[config.mk]
export PLATFORM = sky130hd
export DESIGN_NAME = fetch_stage
export DESIGN_NICKNAME = d
export VERILOG_FILES = /design/src/rtl/fetch_stage.sv
export SDC_FILE = /design/constraint.sdc
export NUM_CORES = 1
export LEC_CHECK = 0
export BUFFER_PORTS_ARGS = -buffer_cell sky130_fd_sc_hd__buf_4
export CAP_MARGIN = 10
export CORE_MARGIN = 8
export CORE_UTILIZATION = 41
export DETAILED_ROUTE_END_ITERATION = 10
export PLACE_DENSITY = 0.71
export SLEW_MARGIN = 10
export SYNTH_ARGS = -nofsm -noshare
export SYNTH_HDL_FRONTEND = slang
export SYNTH_SLANG_ARGS = --single-unit
export TNS_END_PERCENT = 20
[constraint.sdc]
create_clock -name clk -period 7 [get_ports clk]
set_input_delay 1.4 -clock clk [delete_from_list [all_inputs] [get_ports clk]]
set_output_delay 1.4 -clock clk [all_outputs]
set_load 0.02 [all_outputs]
[src/rtl/fetch_stage.sv]
// fetch_stage: instruction-fetch stage directly upstream of instruction_memory.
// Owns the program counter and presents a word-aligned byte address to the
// memory. The instruction that comes back combinationally is captured into
// the IF/ID register. Also handles start-up, decode stall, branch redirect
// and the end-of-program halt.
//
// state | meaning
// ------+------------------------------------------------------------------
// IDLE  | waiting for start; pc held, nothing captured
// RUN   | fetching one word per cycle (branch > stall > normal advance)
// HALT  | past the last valid address; no fetch, only an in-range branch exits
//
// Ports:
//   clk            in   1   clock, all state updates on posedge
//   rst_n          in   1   asynchronous active-low reset
//   start          in   1   level; moves IDLE -> RUN
//   stall          in   1   hold pc and IF/ID register
//   branch_taken   in   1   redirect request from execute
//   branch_target  in   18  byte target of redirect (low two bits ignored)
//   imem_addr      out  18  byte address to instruction memory
//   imem_rd        in   18  instruction read back (combinational)
//   if_instr       out  18  IF/ID instruction
//   if_pc_plus4    out  18  IF/ID pc of captured instruction + 4
//   if_valid       out  1   IF/ID holds a real instruction
//   halted         out  1   high while in HALT
//   fetch_count    out  16  valid instructions captured, saturating
module fetch_stage #(
  parameter logic [17:0] RESET_PC = 18'd0,
  parameter logic [17:0] PC_LIMIT = 18'd400
) (
  input  logic        clk,
  input  logic        rst_n,
  input  logic        start,
  input  logic        stall,
  input  logic        branch_taken,
  input  logic [17:0] branch_target,
  output logic [17:0] imem_addr,
  input  logic [17:0] imem_rd,
  output logic [17:0] if_instr,
  output logic [17:0] if_pc_plus4,
  output logic        if_valid,
  output logic        halted,
  output logic [15:0] fetch_count
);

  typedef enum logic [1:0] {S_IDLE, S_RUN, S_HALT} state_t;

  state_t      state, state_nxt;
  logic [17:0] pc, pc_nxt;
  logic [17:0] instr_nxt, pc_plus4_nxt;
  logic        valid_nxt;
  logic [15:0] count_nxt;

  logic [17:0] tgt;
  logic [18:0] pc_inc_wide;
  logic [17:0] pc_inc;
  logic        tgt_in_range;
  logic        last_word;

  assign tgt          = {branch_target[17:2], 2'b00};
  // Extra bit so a wrap past 2^18 still reads as beyond the limit.
  assign pc_inc_wide  = {1'b0, pc} + 19'd4;
  assign pc_inc       = pc_inc_wide[17:0];
  assign tgt_in_range = (tgt <= PC_LIMIT);
  assign last_word    = (pc_inc_wide > {1'b0, PC_LIMIT});

  assign imem_addr = {pc[17:2], 2'b00};
  assign halted    = (state == S_HALT);

  always_ff @(posedge clk or negedge rst_n) begin
    if (!rst_n) begin
      state       <= S_IDLE;
      pc          <= {RESET_PC[17:2], 2'b00};
      if_instr    <= 18'd0;
      if_pc_plus4 <= 18'd0;
      if_valid    <= 1'b0;
      fetch_count <= 16'd0;
    end else begin
      state       <= state_nxt;
      pc          <= pc_nxt;
      if_instr    <= instr_nxt;
      if_pc_plus4 <= pc_plus4_nxt;
      if_valid    <= valid_nxt;
      fetch_count <= count_nxt;
    end
  end

  always_comb begin
    state_nxt    = state;
    pc_nxt       = pc;
    instr_nxt    = if_instr;
    pc_plus4_nxt = if_pc_plus4;
    valid_nxt    = if_valid;
    count_nxt    = fetch_count;

    case (state)
      S_IDLE: begin
        valid_nxt = 1'b0;
        if (start) state_nxt = S_RUN;
      end

      S_RUN: begin
        if (branch_taken) begin
          // Redirect leaves one bubble in IF/ID.
          valid_nxt = 1'b0;
          instr_nxt = 18'd0;
          if (tgt_in_range) pc_nxt = tgt;
          else              state_nxt = S_HALT;
        end else if (!stall) begin
          instr_nxt    = imem_rd;
          pc_plus4_nxt = pc_inc;
          valid_nxt    = 1'b1;
          if (fetch_count != 16'hFFFF) count_nxt = fetch_count + 16'd1;
          // The last word is still captured; pc stays on it while halted.
          if (last_word) state_nxt = S_HALT;
          else           pc_nxt    = pc_inc;
        end
      end

      S_HALT: begin
        valid_nxt = 1'b0;
        if (branch_taken && tgt_in_range) begin
          pc_nxt    = tgt;
          state_nxt = S_RUN;
        end
      end

      default: state_nxt = S_IDLE;
    endcase
  end

endmodule
==> impl_results.html <==
<table>
<tr><th>Metric</th><th>Value</th></tr>
<tr><th colspan="2">Status</th></tr>
<tr><td>Run status</td><td>finished, final reports clean</td></tr>
<tr><th colspan="2">Synthesis</th></tr>
<tr><td>Most frequently used cell type in the post-synthesis netlist</td><td>sky130_fd_sc_hd__dfrtp_1</td></tr>
<tr><td>Post-synthesis sequential element count</td><td>just under 70</td></tr>
<tr><td>Post-synth top area cell</td><td>sky130_fd_sc_hd__dfrtp_1</td></tr>
<tr><td>Top post-synthesis cells by area</td><td>sky130_fd_sc_hd__dfrtp_1 (47%), sky130_fd_sc_hd__nor2_1 (5.1%), sky130_fd_sc_hd__xnor2_1 (5.0%)</td></tr>
<tr><td>Syn Inst Count</td><td>382</td></tr>
<tr><td>Number of library cell types mapped by synthesis</td><td>54</td></tr>
<tr><td>Post-synth design cell area</td><td>0.00366 sq mm</td></tr>
<tr><td>Number of enable-type register cells in the synthesized netlist</td><td>0</td></tr>
<tr><td>Fraction of the yosys area taken by sequential cells</td><td>0.471</td></tr>
<tr><td>Post-synth top flop</td><td>sky130_fd_sc_hd__dfrtp_1</td></tr>
<tr><td>Count of synthesis-stage warnings from yosys</td><td>0</td></tr>
<tr><td>Top post-synthesis cells by count</td><td>sky130_fd_sc_hd__dfrtp_1 (69), sky130_fd_sc_hd__nor2_1 (50), sky130_fd_sc_hd__a21oi_1 (30)</td></tr>
<tr><td>Ys async rst share</td><td>1.00</td></tr>
<tr><td>Portion of synthesized cell area occupied by the leading cell type</td><td>0.471</td></tr>
<tr><td>Synthesized area per cell</td><td>9.59 sq um</td></tr>
<tr><th colspan="2">Route</th></tr>
<tr><td>Remaining antenna violation count</td><td>0</td></tr>
<tr><td>Initial detailed-routing violation count</td><td>254</td></tr>
<tr><td>Vias</td><td>3214</td></tr>
<tr><td>DR DRC count</td><td>0</td></tr>
<tr><td>Post-detailed-routing wire length</td><td>about 10000 um</td></tr>
<tr><td>Vias per Instance</td><td>5.50</td></tr>
<tr><td>Routed wirelength normalized by instance count</td><td>around 17 um</td></tr>
<tr><td>Drt first pass iters</td><td>5</td></tr>
<tr><th colspan="2">Clocking</th></tr>
<tr><td>Deepest level of the CTS H-tree</td><td>3</td></tr>
<tr><td>Clock-pin slew on the worst setup and hold paths</td><td>0.08 ns</td></tr>
<tr><td>Clock buffer depth</td><td>2</td></tr>
<tr><td>CTS Hold Buffers Added</td><td>0</td></tr>
<tr><td>Number of buffers inserted by post-CTS setup repair</td><td>0</td></tr>
<tr><td>Number of buffers created by CTS</td><td>9</td></tr>
<tr><td>Clock latency of the later-clocked register in the worst-skew pair</td><td>0.35 ns</td></tr>
<tr><td>Clock root cell</td><td>sky130_fd_sc_hd__clkbuf_8</td></tr>
<tr><td>Post-cts resize count</td><td>0</td></tr>
<tr><td>Clock sink count</td><td>69</td></tr>
<tr><td>Clock tree from TritonCTS</td><td>yes</td></tr>
<tr><th colspan="2">Power</th></tr>
<tr><td>Share of power burned in registers</td><td>0.351</td></tr>
<tr><td>Tot Pwr</td><td>2.10 mW</td></tr>
<tr><td>Power spent charging and discharging nets</td><td>roughly 0.94 mW</td></tr>
<tr><td>Clock power frac</td><td>0.155</td></tr>
<tr><td>Power share of the combinational group</td><td>0.493</td></tr>
<tr><td>Sw Ratio</td><td>0.446</td></tr>
<tr><td>Internal power consumption</td><td>about 1.2 mW</td></tr>
<tr><td>Power density relative to cell area</td><td>between 400 and 500 mW/mm^2</td></tr>
<tr><td>Static power due to leakage</td><td>2.17 nW</td></tr>
<tr><td>Highest ir drop seen on vdd</td><td>about 0.19 mV</td></tr>
<tr><th colspan="2">Floorplan</th></tr>
<tr><td>Die area</td><td>0.0122 sq mm</td></tr>
<tr><td>Starting Density</td><td>0.422</td></tr>
<tr><td>Die Height</td><td>roughly 110 um</td></tr>
<tr><td>Core outline area</td><td>0.00868 sq mm</td></tr>
<tr><td>Row Count</td><td>34</td></tr>
<tr><td>I/O pin count</td><td>about 110</td></tr>
<tr><td>Width of the die</td><td>~110 um</td></tr>
<tr><th colspan="2">Place</th></tr>
<tr><td>Post-placement cell area</td><td>0.00445 sq mm</td></tr>
<tr><td>Placer's final routability congestion estimate</td><td>0.880</td></tr>
<tr><td>Number of I/O port buffers</td><td>106</td></tr>
<tr><td>HPWL after detailed placement</td><td>7280 um</td></tr>
<tr><td>Dpl cells</td><td>569</td></tr>
<tr><th colspan="2">Timing</th></tr>
<tr><td>Hold violation count in the final report</td><td>0</td></tr>
<tr><td>Worst slew pin tran</td><td>about 0.92 ns</td></tr>
<tr><td>Pins Over Slew Limit</td><td>0</td></tr>
<tr><td>Setup Total Neg Slack</td><td>0 ns</td></tr>
<tr><td>Maximum clock rate</td><td>~290 MHz</td></tr>
<tr><td>Final Cycle Share</td><td>0.488</td></tr>
<tr><td>Worst Skew</td><td>0.0114 ns</td></tr>
<tr><td>Time the worst path needs with I/O delays and setup</td><td>3.42 ns</td></tr>
<tr><td>RSZ-0062 raised after global routing</td><td>no</td></tr>
<tr><td>Headroom to the max-slew limit</td><td>0.386</td></tr>
<tr><td>Total setup violations reported at the end of the flow</td><td>0</td></tr>
<tr><th colspan="2">Worst setup path</th></tr>
<tr><td>Buffers and inverters on the worst path</td><td>0</td></tr>
<tr><td>Length in cells of the worst reg-to-reg path</td><td>8</td></tr>
<tr><td>Maximum single-stage delay on the critical path</td><td>between 0.6 and 0.7 ns</td></tr>
<tr><td>Arrival time at the worst endpoint</td><td>3.64 ns</td></tr>
<tr><td>CP endpoint kind</td><td>register</td></tr>
<tr><td>Kind of cell with the highest combined delay on the critical path</td><td>simple AND/OR/NAND/NOR gates</td></tr>
<tr><td>Required arrival time at the worst endpoint</td><td>between 7 and 8 ns</td></tr>
<tr><td>Setup Crit Path Kind</td><td>reg -&gt; reg</td></tr>
<tr><td>Critical path peak fanout</td><td>16</td></tr>
<tr><td>Cell Chain, Critical Path</td><td>ha_1, nand3_4, or2_0, nor4_1, a211oi_1, or4_1, o31a_4, mux2_4</td></tr>
<tr><td>Launching element type of the critical path</td><td>register</td></tr>
<tr><td>Logic depth of the worst setup path including buffers</td><td>8</td></tr>
<tr><td>Worst-path cell with the longest stage delay</td><td>sky130_fd_sc_hd__or4_1</td></tr>
<tr><th colspan="2">Final layout</th></tr>
<tr><td>Non-Filler Instances</td><td>584</td></tr>
<tr><td>Net count reported at finish</td><td>between 500 and 600</td></tr>
<tr><td>Layout cells sized above 1</td><td>0.284</td></tr>
<tr><td>Synthesis-to-layout area growth</td><td>27.0%</td></tr>
<tr><td>Number of inserted diodes</td><td>0</td></tr>
<tr><td>Final std cell area, no fill</td><td>0.00465 sq mm</td></tr>
<tr><th colspan="2">Global routing</th></tr>
<tr><td>Remaining global-route overflow</td><td>0</td></tr>
<tr><td>Largest net degree at the start of global routing</td><td>70</td></tr>
<tr><td>Overall Global Routing Usage</td><td>0.158</td></tr>
<tr><td>Initial antenna violation count</td><td>0</td></tr>
<tr><td>First-pass GRT wire length</td><td>16000 um</td></tr>
<tr><td>Via count of the first global-routing pass</td><td>roughly 3.1k</td></tr>
<tr><th colspan="2">Job</th></tr>
<tr><td>Count of maximum capacitance violations</td><td>0</td></tr>
<tr><th colspan="2">Hold path</th></tr>
<tr><td>Cells on Worst Hold Path</td><td>1</td></tr>
<tr><td>Hold crit path type</td><td>reg -&gt; reg</td></tr>
</table>
==> cells in the final DEF (no fill, tap or decap), drive strengths merged, types with 5 or more instances in the layout <==
cell type and instances:
a21oi 30, dfrtp 69, nand2 14, ha 5, o21ai 20, xnor2 21, nor3 13, nor4 6
nor2 50, o22ai 7, and3 6, xor2 9, inv 12, nand4 8, clkbuf 9, nand3 13
a22o 18, buf 107
==> routing by layer <==
layer	global-route usage	vias up	routed length (um)
li1	-	1529	-
met1	0.206	1552	4450
met2	0.249	123	4760
met3	0.0379	10	588
met4	0.0514	0	109
met5	0	-	0
==> per-stage QoR <==
step | worst slack, ns | hold WS (ns) | utilization
floorplan | 4.01 | 0.528 | -
global placement | 3.30 | 0.480 | 0.513
detailed placement | 3.31 | 0.482 | 0.513
CTS | 3.63 | 0.496 | 0.535
global route | 3.46 | 0.508 | 0.536
finish | 3.58 | 0.493 | 0.536
==> worst register-to-register path, cell delays in order (launching register included) <==
cell                       delay, ns
sky130_fd_sc_hd__dfrtp_1        0.54
sky130_fd_sc_hd__ha_1           0.43
sky130_fd_sc_hd__nand3_4        0.17
sky130_fd_sc_hd__or2_0          0.37
sky130_fd_sc_hd__nor4_1         0.29
sky130_fd_sc_hd__a211oi_1       0.12
sky130_fd_sc_hd__or4_1          0.64
sky130_fd_sc_hd__o31a_4         0.43
sky130_fd_sc_hd__mux2_4         0.32
==> power by group through the flow <==
stage	clock (mW)	combinational, mW	sequential, mW
6_report	0.327	1.04	0.740
3_3_place_gp	0	1.03	0.733
3_5_place_dp	0	1.04	0.743
5_1_grt	0.353	1.13	0.768
2_1_floorplan	0	0.567	0.841
4_1_cts	0.335	1.05	0.738
==> registers in the layout, indices dropped and copies added, names as in the netlist <==
register	flops
if_instr	18
fetch_count	16
if_valid	1
state	2
if_pc_plus4	16
pc	16
==> cell families after synthesis <==
| family | after synthesis | synth area share |
|---|---|---|
| flip-flops | 69 | 0.471 |
| adder cells (fa/ha/maj) | 5 | 0.0171 |
| other | 1 | 0.00102 |
| multiplexers | 8 | 0.0243 |
| AO/OA/AOI/OAI | 99 | 0.181 |
| buffers and inverters | 41 | 0.0553 |
| XOR/XNOR | 30 | 0.0717 |
| AND/OR/NAND/NOR | 129 | 0.178 |
==> layout make-up <==
cell class	instances	area [sq um]
clock buffers	9	124
clock inverters	6	71.3
fillers	799	4030
inverters	10	37.5
multi-input cells	275	1750
flip-flops and latches	69	1730
well taps	108	135
repair buffers	107	803
==> path summary, 6_finish.rpt <==
check                                 from         endpoint  slack, ns
max in group asynchronous            rst_n   if_pc_plus4[8]       5.27
min in group asynchronous            rst_n  fetch_count[11]       1.14
min                        fetch_count[12]  fetch_count[12]       0.49
min reg2reg                fetch_count[12]  fetch_count[12]       0.49
max                                  pc[2]            pc[3]       3.58
max reg2reg                          pc[2]            pc[3]       3.58
No activity file was read; power rests on OpenSTA's default activity.
